**config.mk**
```make
export PLATFORM = sky130hd
export DESIGN_NAME = kds_loader
export DESIGN_NICKNAME = d
export VERILOG_FILES = /design/src/rtl/kds_loader.sv
export SDC_FILE = /design/constraint.sdc
export NUM_CORES = 1
export LEC_CHECK = 0
export ABC_AREA = 1
export CAP_MARGIN = 20
export CORE_ASPECT_RATIO = 1.25
export CORE_MARGIN = 4
export CORE_UTILIZATION = 51
export CTS_CLUSTER_SIZE = 10
export DETAILED_ROUTE_END_ITERATION = 6
export HOLD_SLACK_MARGIN = 0.08
export PLACE_DENSITY = 0.85
export SYNTH_ARGS = -nofsm -noshare
export SYNTH_HDL_FRONTEND = slang
export SYNTH_SLANG_ARGS = --single-unit
```
**constraint.sdc**
```tcl
create_clock -name clk -period 1.9 [get_ports clk]
set_input_delay 0.285 -clock clk [delete_from_list [all_inputs] [get_ports clk]]
set_output_delay 0.285 -clock clk [all_outputs]
set_load 0.01 [all_outputs]
```
**src/rtl/kds_loader.sv**
```systemverilog
// Loader/sequencer for the KDS kernel data shifter.
// It packs streamed kernel words into triples and writes them into the blocks entry-major, then rotates or drains them.
module kds_loader #(
    parameter int IO_DATA_WIDTH = 16,
    parameter int NB_BLOCKS     = 12,
    parameter int FIFO_DEPTH    = 8
) (
    input  logic                     clk,
    input  logic                     arst_n_in,
    input  logic                     start,
    input  logic [IO_DATA_WIDTH-1:0] in_data,
    input  logic                     in_valid,
    output logic                     in_ready,
    input  logic                     cycle_req,
    input  logic                     drain_req,
    output logic [IO_DATA_WIDTH-1:0] v_1,
    output logic [IO_DATA_WIDTH-1:0] v_2,
    output logic [IO_DATA_WIDTH-1:0] v_3,
    output logic [NB_BLOCKS-1:0]     LE_select,
    output logic                     cycle_enable,
    output logic                     only_readout,
    output logic                     load_done,
    output logic                     busy
);

    localparam int BLK_W = (NB_BLOCKS > 1) ? $clog2(NB_BLOCKS) : 1;
    localparam int ENT_W = (FIFO_DEPTH > 1) ? $clog2(FIFO_DEPTH) : 1;
    localparam logic [BLK_W-1:0] BLK_LAST = BLK_W'(NB_BLOCKS - 1);
    localparam logic [ENT_W-1:0] ENT_LAST = ENT_W'(FIFO_DEPTH - 1);

    localparam logic [2:0] S_IDLE   = 3'd0;
    localparam logic [2:0] S_LOAD   = 3'd1;
    localparam logic [2:0] S_ISSUE  = 3'd2;
    localparam logic [2:0] S_LOADED = 3'd3;
    localparam logic [2:0] S_DRAIN  = 3'd4;

    logic [2:0]               state_reg;
    logic [2:0]               state_next;
    logic [1:0]               word_cnt_reg;
    logic [BLK_W-1:0]         blk_cnt_reg;
    logic [ENT_W-1:0]         ent_cnt_reg;
    logic [ENT_W-1:0]         drn_cnt_reg;
    logic [IO_DATA_WIDTH-1:0] v_1_reg;
    logic [IO_DATA_WIDTH-1:0] v_2_reg;
    logic [IO_DATA_WIDTH-1:0] v_3_reg;
    logic                     cyc_pulse_reg;

    logic word_xfer;
    logic last_triple;

    assign word_xfer   = (state_reg == S_LOAD) && in_valid;
    assign last_triple = (blk_cnt_reg == BLK_LAST) && (ent_cnt_reg == ENT_LAST);

    always_comb begin
        state_next = state_reg;
        case (state_reg)
            S_IDLE:   if (start) state_next = S_LOAD;
            S_LOAD:   if (word_xfer && (word_cnt_reg == 2'd2)) state_next = S_ISSUE;
            S_ISSUE:  state_next = last_triple ? S_LOADED : S_LOAD;
            S_LOADED: if (drain_req) state_next = S_DRAIN;
            S_DRAIN:  if (drn_cnt_reg == ENT_LAST) state_next = S_IDLE;
            default:  state_next = S_IDLE;
        endcase
    end

    always_ff @(posedge clk or negedge arst_n_in) begin
        if (!arst_n_in) begin
            state_reg     <= S_IDLE;
            word_cnt_reg  <= '0;
            blk_cnt_reg   <= '0;
            ent_cnt_reg   <= '0;
            drn_cnt_reg   <= '0;
            v_1_reg       <= '0;
            v_2_reg       <= '0;
            v_3_reg       <= '0;
            cyc_pulse_reg <= 1'b0;
        end else begin
            state_reg     <= state_next;
            // A drain request in the same cycle as a rotate request swallows the rotate.
            cyc_pulse_reg <= (state_reg == S_LOADED) && cycle_req && !drain_req;
            case (state_reg)
                S_IDLE: begin
                    if (start) begin
                        word_cnt_reg <= '0;
                        blk_cnt_reg  <= '0;
                        ent_cnt_reg  <= '0;
                    end
                end
                S_LOAD: begin
                    if (word_xfer) begin
                        word_cnt_reg <= word_cnt_reg + 2'd1;
                        case (word_cnt_reg)
                            2'd0:    v_1_reg <= in_data;
                            2'd1:    v_2_reg <= in_data;
                            default: v_3_reg <= in_data;
                        endcase
                    end
                end
                S_ISSUE: begin
                    word_cnt_reg <= '0;
                    if (blk_cnt_reg == BLK_LAST) begin
                        blk_cnt_reg <= '0;
                        ent_cnt_reg <= (ent_cnt_reg == ENT_LAST) ? '0 : ent_cnt_reg + ENT_W'(1);
                    end else begin
                        blk_cnt_reg <= blk_cnt_reg + BLK_W'(1);
                    end
                end
                S_LOADED: begin
                    if (drain_req) drn_cnt_reg <= '0;
                end
                S_DRAIN: begin
                    drn_cnt_reg <= drn_cnt_reg + ENT_W'(1);
                end
                default: ;
            endcase
        end
    end

    genvar gi;
    generate
        for (gi = 0; gi < NB_BLOCKS; gi++) begin : g_le
            assign LE_select[gi] = (state_reg == S_ISSUE) && (blk_cnt_reg == BLK_W'(gi));
        end
    endgenerate

    assign in_ready     = (state_reg == S_LOAD);
    assign v_1          = v_1_reg;
    assign v_2          = v_2_reg;
    assign v_3          = v_3_reg;
    assign cycle_enable = cyc_pulse_reg || (state_reg == S_DRAIN);
    assign only_readout = (state_reg == S_DRAIN);
    assign load_done    = (state_reg == S_LOADED);
    assign busy         = (state_reg != S_IDLE);

    a_le_onehot: assert property (@(posedge clk) disable iff (!arst_n_in)
        $onehot0(LE_select) && !((|LE_select) && cycle_enable));

endmodule

```
# == Word level (Yosys, flattened, before mapping) ==
# Index checks and enable logic that the tools add are counted.
# totals
reg_bits,64
output_inout_bits,65
wordCells,92
# classes
addsub,4
n_eq_ne,25
n_mux,18
bitwise_logic,1
n_reduce_logical,35
# op_table
cell,n
$mux W3,8
$logic_and A1 B1 Y1,17
$eq A4 B3 Y1 const B,4
$eq A4 B4 Y1 const B,4
$pmux W3 S5,1
$reduce_and A3 Y1,5
$pmux W3 S2,2
$eq A3 B3 Y1 const B,3
$eq A4 B2 Y1 const B,2
$mux W4,2
$pmux W4 S2,1
$add A3 B1 Y3 const B,2
$eq A3 B2 Y1 const B,2
$mux W2,3
$ne A2 B1 Y1 const B,3
$ne A2 B2 Y1 const B,3
$pmux W2 S3,1
$reduce_bool A3 Y1,2
$add A4 B1 Y4 const B,1
$eq A4 B1 Y1 const B,1
$logic_not A4 Y1,1
$reduce_and A2 Y1,2
$reduce_and A4 Y1,1
$reduce_bool A2 Y1,2
other kinds (10),10

# == Depth between registers and ports, before layout ==
# depth
ltp_word,5
ltp_mapped,8
mapped_depth_nobuf,8

# == Worst setup path before layout ==
# No wires, ideal clock.
# synth_path
path_kind,reg2out
from,reg state_reg[2]
to,out LE_select[0]
arrival_ns,1.145
required_time_ns,1.615
path_slack_ns,0.470
stages_incl_launch_ff,5
path_buffers,1
cell_sequence,dfrtp_1 nor2_2 nand2_2 buf_2 nor3_1
# synth_via
elab_chain_len,2
# synth_lines
item,line,source
start: declaration,37,logic [2:0] state_reg;
start signal: assignment,78,state_reg <= state_next;
$eq A3 B2 Y1,122,assign LE_select[gi] = (state_reg == S_ISSUE) && (blk_cnt_reg == BLK_W'(gi));
$logic_and A1 B1 Y1,122,
end: declaration,19,"output logic [NB_BLOCKS-1:0] LE_select,"
# Every way passes these cells.

# == Final worst setup path ==
# layout_path
from,reg state_reg[2]
to,out LE_select[3]
# Same word-level chain as after synthesis.

==> run metrics <==
outcome completed; placed cell area 3880 µm²; clk slew on worst S/H paths 0.07 ns; Synth Area in Compound Gates 15.3%; Placed Cells 452; total power 6.34 mW; wire per inst 14.4 µm; fraction of the mapped netlist area in adder cells 4.59%; Post-Synth Simple-Gate Area 18.2%; R2R depth 7; Fmax 542 MHz; HPWL after detailed placement 4.85 mm; critical path type flip-flop to primary output; Post-Synth XOR/XNOR Area 0.292%; drt drc 0; Reg2Reg Setup Slack 0.30 ns; yosys warns 0; largest net degree at the start of global routing 65; CTS tree built; Power Density 1560 nW/µm²; Via density 4.99; via count 2342; leading cell type in the layout, fill and taps excluded nand2_1; Syn Inst Count 307; worst-path maximum fanout 13; final RePlAce weighted congestion 0.841; IO Count 87; synthesized area per cell 9.77 µm²; kind of cell adding the most delay to the critical path simple AND/OR/NAND/NOR gates; Final Util 73.0%; Startpoint Class flip-flop; Max clock buf depth 2; initial DRC count 77; row count 30; Placeable Area 5560 µm²; final hold viol count 0; fin crit period 1.85 ns; mapped cell area 3000 µm²; WP data arrival 1.56 ns; Peak VDD IR 1.03 mV; area grow syn2layout 35.2%; commonest non-fill, non-tap cells in the layout nand2_1, clkdlybuf4s50_1, dfrtp_1, o21ai_2, inv_1; Die W 76.6 µm; Port Buffers 86; Max Cap Viol 0; Final Max Slew Viols 0; Worst-Skew Late Latency 0.33 ns; Distinct cells, synth 25; setup violators final 0; HP Class input port to asynchronous set/reset pin; Final nets 434; Total GRT Usage 19.9%; Final Skew 0.00915 ns; Worst Tran Pin Value 0.425 ns; Synthesized Nets 340; Worst R2R Start state_reg[2]; setup slack after layout 0.0550 ns; Worst Path Required 1.62 ns; Worst Setup End Kind primary output; total grt overflow 0; CP max-delay cell dfrtp_1; DP Worst Slack 0.0738 ns; initial antenna violation count 0; clk root buf clkbuf_8; Routed WL 6.75 mm; first-pass GRT wire length 11.4 mm; sequential element share of the synthesized area 53.4%; CTS Sinks 64; Antenna Nets Post-Route 0; Worst slew margin 71.6%; Starting Density 54.0%; Yosys reg bits 64; antenna cell count 0; non-filler cells, final 469; post-route cell area 4050 µm²; CTS H-Tree Depth 3; crit path buf inv count 2; Pre-antenna DRT Iters 4; share of cells above drive strength 1 19.8%; CTS buffer count 9; # fillers 414; fin crit share 97.1%; post-synthesis mux area share 0%; largest family of logic cells by synthesized area simple AND/OR/NAND/NOR gates; Die Area 7180 µm²; Die Height 93.7 µm; crit-path max cell delay 0.42 ns; CP cell instances nor2_4 > nand2_4 > inv_1 > nand2_1 > nor2_1 > dlygate4sd2_1; reg2reg end v_3[5]; Static Leakage 2.05 nW; vias in the first global route 2373
-- metrics by stage --
stage / setup TNS, ns / hold WS [ns]
after floorplan: 0 / -0.0106
after global placement: 0 / 0.321
after detailed placement: 0 / 0.324
after CTS: 0 / 0.482
after global routing: -0.0734 / 0.499
final: 0 / 0.479
-- power breakdown --
| part | leakage (nW) | switching [mW] | internal [mW] | total (mW) |
|---|---|---|---|---|
| registers | 0.818 | 0.371 | 1.93 | 2.30 |
| logic | 1.13 | 1.49 | 1.44 | 2.93 |
| clock network | 0.0989 | 0.480 | 0.628 | 1.11 |
| total | 2.05 | 2.34 | 4.00 | 6.34 |
-- tightest hold or removal path: cells and delay by family --
kind                   cells  cell delay, ns
buffers and inverters      3            0.93
-- layout make-up --
class,count,area [µm²],area share (%)
Inverter,37,139,3.43
Timing Repair Buffer,93,883,21.8
Multi-Input combinational cell,196,1160,28.7
Clock inverter,4,45.0,1.11
Sequential cell,64,1600,39.5
Tap cell,64,80.1,1.98
Clock buffer,11,141,3.49
-- synthesized netlist by cell type --
cell	count	area, µm²
nand2_1	85	319
dfrtp_1	64	1600
o21ai_2	38	333
inv_1	36	135
nor2_1	12	45.0
ha_1	11	138
o21ai_1	11	55.1
nor3_1	10	50.1
o21ai_0	10	50.1
buf_6	9	101
nand2_4	4	45.0
nand3_1	4	20.0
a21oi_1	1	5.00
a21oi_2	1	8.76
buf_2	1	5.00
inv_2	1	3.75
nand2_2	1	6.26
nand3b_1	1	7.51
nor2_2	1	6.26
nor2_4	1	11.3
nor2_8	1	20.0
nor3_2	1	10.0
o22ai_1	1	6.26
or2_2	1	6.26
xor2_1	1	8.76
-- timing repair --
action / CTS / global route
buffers inserted: 1 / 0
setup endpoints to repair: 16 / 11
endpoints found under the hold margin: 64 / 0
gates cloned: 0 / 0
pin swaps: 1 / 1
gates resized for setup: 19 / 19
hold buffers: 1 / 0
-- layer usage --
| metal | wire, µm | global-route usage [%] | vias up |
|---|---|---|---|
| li1 | - | - | 1164 |
| met1 | 2700 | 23.5 | 1086 |
| met2 | 3370 | 33.0 | 80 |
| met3 | 534 | 7.29 | 12 |
| met4 | 145 | 8.31 | 0 |
| met5 | 0 | 0 | - |
-- cells by family after synthesis --
group,Yosys count
AND/OR/NAND/NOR,122
AO/OA/AOI/OAI,62
buffers and inverters,47
flip-flops,64
adder cells (fa/ha/maj),11
XOR/XNOR,1
-- how the worst max path moves through the flow --
stage	start	slack, ns	cells after the start	end
after floorplan	state_reg[2]	0.47	4	LE_select[0]
final	state_reg[2]	0.05	6	LE_select[3]
after global placement	state_reg[0]	0.11	6	LE_select[3]
after CTS	state_reg[0]	0.002	6	cycle_enable
after global routing	state_reg[2]	-0.04	6	LE_select[3]
after detailed placement	blk_cnt_reg[0]	0.07	4	LE_select[11]
No activity file was read; power rests on OpenSTA's default activity.
